--- src/rtl/regwrite_arbiter_pkg.sv ---
// Shared widths and types for the register-file write front end.
// Holds the write-entry layout shared by the FIFO and the arbiter.
package regwrite_arbiter_pkg;

    localparam int REG_ADDR_W = 5;
    localparam int REG_DATA_W = 32;

    typedef logic [REG_ADDR_W-1:0] reg_addr_t;
    typedef logic [REG_DATA_W-1:0] reg_data_t;

    localparam reg_addr_t ZERO_REG = '0;

    typedef struct packed {
        reg_addr_t addr;
        reg_data_t data;
    } wr_entry_t;

    // r0 is hardwired to zero, so an entry aimed at it never raises the write enable.
    function automatic logic writes_reg(input reg_addr_t addr);
        return addr != ZERO_REG;
    endfunction

endpackage

--- src/rtl/regwrite_arbiter_lu_fifo.sv ---
// In-order FIFO for long-latency results, with per-entry destination compare
// so hazard logic can see which registers are still waiting to be written.
module regwrite_arbiter_lu_fifo
    import regwrite_arbiter_pkg::*;
#(
    parameter int DEPTH = 2
) (
    input  logic                     clk,
    input  logic                     rst,
    input  logic                     push,
    input  wr_entry_t                push_entry,
    input  logic                     pop,
    output wr_entry_t                head_entry,
    output logic                     full,
    output logic                     empty,
    output logic [$clog2(DEPTH):0]   level,
    input  reg_addr_t                query_addr,
    output logic [DEPTH-1:0]         entry_hit
);

    localparam int AW = $clog2(DEPTH);
    localparam logic [AW:0] PTR_ONE    = (AW+1)'(1);
    localparam logic [AW:0] LEVEL_FULL = (AW+1)'(DEPTH);

    wr_entry_t   mem_q [DEPTH];
    logic [AW:0] wr_ptr_q;
    logic [AW:0] wr_ptr_d;
    logic [AW:0] rd_ptr_q;
    logic [AW:0] rd_ptr_d;

    always_comb begin
        wr_ptr_d = wr_ptr_q;
        rd_ptr_d = rd_ptr_q;
        if (push) begin
            wr_ptr_d = wr_ptr_q + PTR_ONE;
        end
        if (pop) begin
            rd_ptr_d = rd_ptr_q + PTR_ONE;
        end
    end

    always_ff @(posedge clk) begin
        if (rst) begin
            wr_ptr_q <= '0;
            rd_ptr_q <= '0;
        end else begin
            wr_ptr_q <= wr_ptr_d;
            rd_ptr_q <= rd_ptr_d;
        end
    end

    always_ff @(posedge clk) begin
        if (push) begin
            mem_q[wr_ptr_q[AW-1:0]] <= push_entry;
        end
    end

    // Pointers carry one extra wrap bit so full and empty are distinguishable.
    assign level      = wr_ptr_q - rd_ptr_q;
    assign full       = (level == LEVEL_FULL);
    assign empty      = (level == '0);
    assign head_entry = mem_q[rd_ptr_q[AW-1:0]];

    // A slot is live when its distance from the read pointer is below the level.
    for (genvar gi = 0; gi < DEPTH; gi++) begin : g_hit
        logic [AW-1:0] offset;
        assign offset        = AW'(gi) - rd_ptr_q[AW-1:0];
        assign entry_hit[gi] = ({1'b0, offset} < level) && (mem_q[gi].addr == query_addr);
    end

endmodule

--- src/rtl/regwrite_arbiter.sv ---
// Merges pipeline writeback and buffered long-latency results onto the single
// register-file write port; flags pending destinations and starvation stalls.
module regwrite_arbiter
    import regwrite_arbiter_pkg::*;
#(
    parameter int DEPTH        = 2,
    parameter int STARVE_LIMIT = 4
) (
    input  logic                     clk,
    input  logic                     rst,
    input  logic                     pipe_valid,
    input  logic [REG_ADDR_W-1:0]    pipe_addr,
    input  logic [REG_DATA_W-1:0]    pipe_data,
    input  logic                     lu_valid,
    output logic                     lu_ready,
    input  logic [REG_ADDR_W-1:0]    lu_addr,
    input  logic [REG_DATA_W-1:0]    lu_data,
    input  logic [REG_ADDR_W-1:0]    query_addr,
    output logic                     pend_hit,
    output logic [$clog2(DEPTH):0]   fifo_level,
    output logic                     stall_req,
    output logic                     write_reg,
    output logic [REG_ADDR_W-1:0]    dstreg_addr,
    output logic [REG_DATA_W-1:0]    dstreg_data
);

    localparam int CW = $clog2(STARVE_LIMIT) + 1;
    localparam logic [CW-1:0] STARVE_MAX = CW'(STARVE_LIMIT);
    localparam logic [CW-1:0] CNT_ONE    = CW'(1);

    logic             fifo_full;
    logic             fifo_empty;
    logic             fifo_push;
    logic             fifo_pop;
    wr_entry_t        fifo_head;
    logic [DEPTH-1:0] entry_hit;

    logic      lu_accept;
    logic      bypass;
    logic      sel_valid;
    wr_entry_t sel_entry;

    logic            write_reg_q;
    logic            write_reg_d;
    reg_addr_t       dstreg_addr_q;
    reg_addr_t       dstreg_addr_d;
    reg_data_t       dstreg_data_q;
    reg_data_t       dstreg_data_d;
    logic [CW-1:0]   starve_cnt_q;
    logic [CW-1:0]   starve_cnt_d;
    logic            stall_req_q;
    logic            stall_req_d;

    regwrite_arbiter_lu_fifo #(
        .DEPTH (DEPTH)
    ) u_lu_fifo (
        .clk        (clk),
        .rst        (rst),
        .push       (fifo_push),
        .push_entry ('{addr: lu_addr, data: lu_data}),
        .pop        (fifo_pop),
        .head_entry (fifo_head),
        .full       (fifo_full),
        .empty      (fifo_empty),
        .level      (fifo_level),
        .query_addr (query_addr),
        .entry_hit  (entry_hit)
    );

    always_comb begin
        // Readiness follows registered occupancy only; no pop-through when full.
        lu_ready  = !fifo_full && !rst;
        lu_accept = lu_valid && lu_ready;
        fifo_pop  = !pipe_valid && !fifo_empty;
        bypass    = !pipe_valid && fifo_empty && lu_accept;
        fifo_push = lu_accept && !bypass;

        sel_valid = 1'b0;
        sel_entry = '{addr: dstreg_addr_q, data: dstreg_data_q};
        if (pipe_valid) begin
            sel_valid = 1'b1;
            sel_entry = '{addr: pipe_addr, data: pipe_data};
        end else if (!fifo_empty) begin
            sel_valid = 1'b1;
            sel_entry = fifo_head;
        end else if (lu_accept) begin
            sel_valid = 1'b1;
            sel_entry = '{addr: lu_addr, data: lu_data};
        end

        write_reg_d   = sel_valid && writes_reg(sel_entry.addr);
        dstreg_addr_d = sel_entry.addr;
        dstreg_data_d = sel_entry.data;

        starve_cnt_d = '0;
        if (!fifo_empty && !fifo_pop) begin
            starve_cnt_d = (starve_cnt_q == STARVE_MAX) ? starve_cnt_q : starve_cnt_q + CNT_ONE;
        end

        // Once raised, only a pop drops the stall request, even if the pipe keeps winning.
        stall_req_d = stall_req_q;
        if (fifo_pop) begin
            stall_req_d = 1'b0;
        end else if (starve_cnt_d == STARVE_MAX) begin
            stall_req_d = 1'b1;
        end
    end

    always_ff @(posedge clk) begin
        if (rst) begin
            write_reg_q   <= 1'b0;
            dstreg_addr_q <= '0;
            dstreg_data_q <= '0;
            starve_cnt_q  <= '0;
            stall_req_q   <= 1'b0;
        end else begin
            write_reg_q   <= write_reg_d;
            dstreg_addr_q <= dstreg_addr_d;
            dstreg_data_q <= dstreg_data_d;
            starve_cnt_q  <= starve_cnt_d;
            stall_req_q   <= stall_req_d;
        end
    end

    assign pend_hit    = (query_addr != ZERO_REG) && (|entry_hit);
    assign stall_req   = stall_req_q;
    assign write_reg   = write_reg_q;
    assign dstreg_addr = dstreg_addr_q;
    assign dstreg_data = dstreg_data_q;

endmodule

--- config.mk ---
export PLATFORM = sky130hd
export DESIGN_NAME = regwrite_arbiter
export DESIGN_NICKNAME = d
export VERILOG_FILES = /design/src/rtl/regwrite_arbiter_pkg.sv /design/src/rtl/regwrite_arbiter_lu_fifo.sv /design/src/rtl/regwrite_arbiter.sv
export SDC_FILE = /design/constraint.sdc
export NUM_CORES = 1
export LEC_CHECK = 0
export BUFFER_PORTS_ARGS = -buffer_cell sky130_fd_sc_hd__buf_2
export CORE_MARGIN = 5
export CORE_UTILIZATION = 53
export DETAILED_ROUTE_END_ITERATION = 6
export PLACE_DENSITY_LB_ADDON = 0.12
export SLEW_MARGIN = 25
export SYNTH_ARGS = -nofsm -noshare
export SYNTH_HDL_FRONTEND = slang
export SYNTH_SLANG_ARGS = --single-unit
--- constraint.sdc ---
create_clock -name clk -period 3.46 [get_ports clk]
set_input_delay 0.692 -clock clk [delete_from_list [all_inputs] [get_ports clk]]
set_output_delay 0.692 -clock clk [all_outputs]
set_load 0.05 [all_outputs]
# == Yosys cells after proc, flatten, opt, wreduce, memory -nomap -nowiden ==
# Memory sizes are Yosys's and may differ from the RTL's. A register that Yosys moved wholly into a read port is not among the register bits.
# Index checks and enable logic that the tools add are counted.
# classes
n_addsub,6
n_mul,0
n_div,0
n_lt_le_gt_ge,2
n_eq_ne,6
shift,0
n_mux,12
bitwise_logic,0
reduce_logical,22
# ops
op,count
$mux W37,3
$logic_and A1 B1 Y1,11
$eq A5 B5 Y1,2
$reduce_bool A5 Y1,2
$mux W1,7
$eq A3 B3 Y1 const B,2
$logic_not A1 Y1,6
$mux W3,2
$add A2 B1 Y2 const B,2
$lt A1 B2 Y1,2
$reduce_or A2 Y1,2
$add A3 B1 Y3 const B,1
$ne A3 B2 Y1 const B,1
$eq A2 B2 Y1 const B,1
$logic_not A2 Y1,1
$sub A1 B1 Y1 const A,2
$sub A2 B2 Y2,1
# word_totals
reg_bits,46
latch_bits,0
ram_bits,74
romBits,0
input_bits,83
output_inout_bits,43
wordCells,56
n_memories,1
# mem_list
memory,words,word_bits,read_ports,rd_clocked_by_memory_dff,write_ports,line,text
u_lu_fifo.mem_q,2,37,3,1,1,regwrite_arbiter_lu_fifo.sv:25,wr_entry_t mem_q [DEPTH];

# == Longest topological paths before layout ==
# depth
ltp_word,10
depth_mapped,10
ltp_nobuf,7

# == Hierarchy ==
# Synthesis repeated with hierarchy kept, for this count alone.
# unflattened
cells_unflattened,467
area_unflattened_um2,5456.5
# modules_own_cells
module,n_inst,cells_each,area_each_um2,seq_area_each_um2
regwrite_arbiter_lu_fifo,1,156,3176.8,2322.2
regwrite_arbiter,1,311,2279.7,840.8

# == Worst setup path before layout ==
# Ideal clock, no wire load.
# synth_timing
path_type,input to register
from,input port pipe_valid
to,"memory u_lu_fifo.mem_q[1][0] (netlist name), enable pin"
setup_time_ns,0.400
arrival_time_ns,2.287
t_required_ns,3.060
setup_slack_ns,0.774
stages,4
n_path_buf,1
cell_sequence,clkbuf_1 -> inv_2 -> o21ai_0 -> and3_1
# synth_via
elab_chain_cells,7
# synth_rtl
element,line,text
start: declaration,regwrite_arbiter.sv:11,"input logic pipe_valid,"
$logic_not A1 Y1,regwrite_arbiter.sv:75,bypass = !pipe_valid && fifo_empty && lu_accept;
$logic_and A1 B1 Y1 (2 in a row),regwrite_arbiter.sv:75,
$logic_not A1 Y1,regwrite_arbiter.sv:76,fifo_push = lu_accept && !bypass;
$logic_and A1 B1 Y1,regwrite_arbiter.sv:76,
$mux W1,regwrite_arbiter_lu_fifo.sv:53,if (push) begin
$mux W1 (not written as such),regwrite_arbiter_lu_fifo.sv:54,mem_q[wr_ptr_q[AW-1:0]] <= push_entry;
end: declaration,regwrite_arbiter_lu_fifo.sv:25,
# Every way passes these cells.

# == Worst setup path in the final report ==
# layout_timing
from,register u_lu_fifo.rd_ptr_q[1]
to,output port pend_hit
# layout_via
elab_chain_cells,5
word_cells_on_any_way,7
cone_classes,add/sub: 1; order compare: 2; reduce/logical: 4
# layout_rtl
element,line,text
start: declaration,regwrite_arbiter_lu_fifo.sv:28,logic [AW:0] rd_ptr_q;
start signal: assignment,regwrite_arbiter_lu_fifo.sv:48,rd_ptr_q <= rd_ptr_d;
$sub A2 B2 Y2 (*),regwrite_arbiter_lu_fifo.sv:59,assign level = wr_ptr_q - rd_ptr_q;
$lt A1 B2 Y1,regwrite_arbiter_lu_fifo.sv:68,"assign entry_hit[gi] = ({1'b0, offset} < level) && (mem_q[gi].addr == query_addr);"
$logic_and A1 B1 Y1,regwrite_arbiter_lu_fifo.sv:68,
$reduce_or A2 Y1 (*),regwrite_arbiter.sv:125,assign pend_hit = (query_addr != ZERO_REG) && (|entry_hit);
$logic_and A1 B1 Y1 (*),regwrite_arbiter.sv:125,
end: declaration,regwrite_arbiter.sv:19,"output logic pend_hit,"
# Every way passes the cells marked *; elsewhere a longest branch is shown, timed or not.

==> summary.md <==
| Metric | Value |
|---|---|
| Status | complete, no violations |
| CP max stage delay | 390 ps |
| Die width | 109.1 um |
| GR Util All Layers | 20.65% |
| TritonCTS clock tree | yes |
| Antenna diodes | 0 |
| Fin Setup TNS | 0 ps |
| Register bit total from synthesis | 121 |
| Synth unique cells | 40 |
| Detail Route Antenna Nets | 0 |
| Max reg flops | 74 |
| Antenna violations before repair | 0 |
| Crit Path Class | register to output pin |
| Crit. End Element | output pin |
| EDFF count, synth | 74 |
| Num Clock Sinks | 121 |
| FP Rows | 36 |
| Post-synthesis sequential area ratio | 60.74% |
| Most frequent cells after synthesis | edfxtp_1 (74), nand2_1 (74), dfxtp_1 (47), nor2_1 (46) |
| Gate Count Post-Synth | 452 |
| Synthesized cell area | 5207 um^2 |
| Layout Skew | 8.584 ps |
| Simple-Gate Fraction of Synth Area | 11.73% |
| XOR/XNOR Fraction of Synth Area | 2.835% |
| Least-Margin Pin Slew | 663.3 ps |
| Buffer and inverter count on the worst path | 2 |
| Post-CTS Setup Bufs | 0 |
| Post-synth top area cell | edfxtp_1 |
| Peak VDD IR | 0.4657 mV |
| Syn avg cell area | 11.52 um^2 |
| DRT Pass-1 Iters | 4 |
| Clock Tree Buf Depth | 2 |
| Hold-fix buffers, CTS | 0 |
| Area occupied by multi-input gates | 1853 um^2 |
| Synth area leaders | edfxtp_1 (43%), dfxtp_1 (18%), mux2i_1 (6.5%) |
| Fmax | 0.3398 GHz |
| Clock latency on the worst-skew pair | 510 ps |
| DR vias/cell | 5.357 |
| Largest family of logic cells by synthesized area | compound AO/OA/AOI/OAI gates |
| Vias | 3846 |
| FILL cells | 752 |
| Worst Path Arrival | 2250 ps |
| Number of DRC markers in iteration 0 | 220 |
| Max Cap Viol | 0 |
| Detailed placement HPWL | 7.754 mm |
| Final slew viol count | 0 |
| LEAKAGE | 2.493 nW |
| DR WL/cell | 16.30 um |
| CTS root buffer | clkbuf_8 |
| Initial Util | 53.77% |
| Total Wirelength | 11.71 mm |
| Synth async-reset ratio | 0% |
| Layout area overhead | 25.01% |
| Crit path time final | 2943 ps |
| Layout cells sized above 1 | 29.57% |
| Area share of the largest cell type after synthesis | 42.67% |
| Setup ws final | 517.3 ps |
| Pwr Density | 671.3 nW/um^2 |
| Dpl ws | 935.4 ps |
| Core footprint | 9684 um^2 |
| IO Port Bufs | 125 |
| Die area | 11910 um^2 |
| Largest net degree at the start of global routing | 46 |
| Crit-path cells | xor2_2 > inv_2 > ha_1 > o21ai_0 > nor2_1 > o22a_1 > buf_2 |
| Placer congestion estimate | 0.7322 |
| Post-CTS Resized | 0 |
| Critical Path RT | 2770 ps |
| DRC Markers | 0 |
| Vias in the first global route | 3787 |
| Final count of hold timing violations | 0 |
| Startpoint type of the worst setup path | register |
| Setup violations, final | 0 |
| Unrepaired setup endpoints after global routing | false |
| Ys flop type | edfxtp_1 |
| First-pass GRT wire length | 18.64 mm |
| Htree depth | 4 |
| Num CTS Buffers | 17 |
| Mux contribution to synthesized area | 6.535% |
| Die span in y | 109.1 um |
| Sequential Area | 3164 um^2 |
| Total grt overflow | 0 |
| Io pins | 126 |
| Max FO, Critical Path | 6 |
| Fraction of the mapped netlist area in adder cells | 1.201% |
| Share of the clock period used by the worst path | 85.05% |
| Max_slew headroom | 55.78% |
| Post-synthesis compound-gate area fraction | 13.14% |
| Delay-heaviest family, CP | flip-flops |
| YS warnings | 0 |
| Min-delay worst type | input port to register |
| Post-Syn Nets | 540 |
| Finished Core Util | 67.22% |
| Clock slew at reported path FFs | 60 ps |
| Hold WS | 378.0 ps |
| Layout net count | 660 |
| CP max-delay cell | dfxtp_1 |
[layer usage]
metal	GRT usage (%)	wire length [um]	share of wire, %
met4	8.296	104	0.89
met1	26.58	5144	44
met3	5.269	756	6.5
met5	0	0	0
met2	33.38	5699	49
[path summary, 6_finish.rpt]
kind	from	to	slack [ps]	depth (start not counted)
max	u_lu_fifo.rd_ptr_q[1]	pend_hit	520	7
min	lu_data[26]	u_lu_fifo.mem_q[1][26]	380	1
max reg2reg	u_lu_fifo.rd_ptr_q[0]	dstreg_data[5]	970	7
min reg2reg	dstreg_data[4]	dstreg_data[4]	490	2
[through the flow]
stage / std cells / cell area [um^2] / total power, mW
detailed placement: 686 / 5941 / 2.742
global route: 718 / 6510 / 4.574
global placement: 686 / 5941 / 2.729
floorplan: 452 / 5207 / 2.511
finish: 718 / 6510 / 4.370
CTS: 718 / 6510 / 4.404
[report_power, final]
group | total, mW | internal (mW) | switching, mW
combinational | 0.985 | 0.299 | 0.686
clock | 1.66 | 1.05 | 0.608
sequential | 1.73 | 1.65 | 0.0741
total | 4.37 | 3.00 | 1.37
[logic make-up (layout without fill, tap and decap cells)]
logic type,Yosys count,in the layout
buf+inv,41,174
flops,121,121
fa+ha+maj,5,5
xor+xnor,16,16
mux,34,34
simple gates,146,146
compound gates,89,89
[layout make-up]
cell class	instances	area share, %
flip-flops and latches	121	48.61
repair buffers	133	11.11
inverters	9	0.5189
clock inverters	13	1.960
multi-input cells	290	28.46
well taps	133	2.556
clock buffers	19	6.785
[cells in the final DEF (no fill, tap or decap), drive strengths merged, types with 9 or more instances in the layout]
master / Yosys / layout
nor2: 47 / 47
clkbuf: 19 / 19
edfxtp: 74 / 74
a311oi: 34 / 34
dfxtp: 47 / 47
nand2: 75 / 75
xnor2: 13 / 13
buf: 13 / 133
inv: 9 / 9
mux2i: 34 / 34
o211ai: 32 / 32
Power figures use the tool's default switching activity.
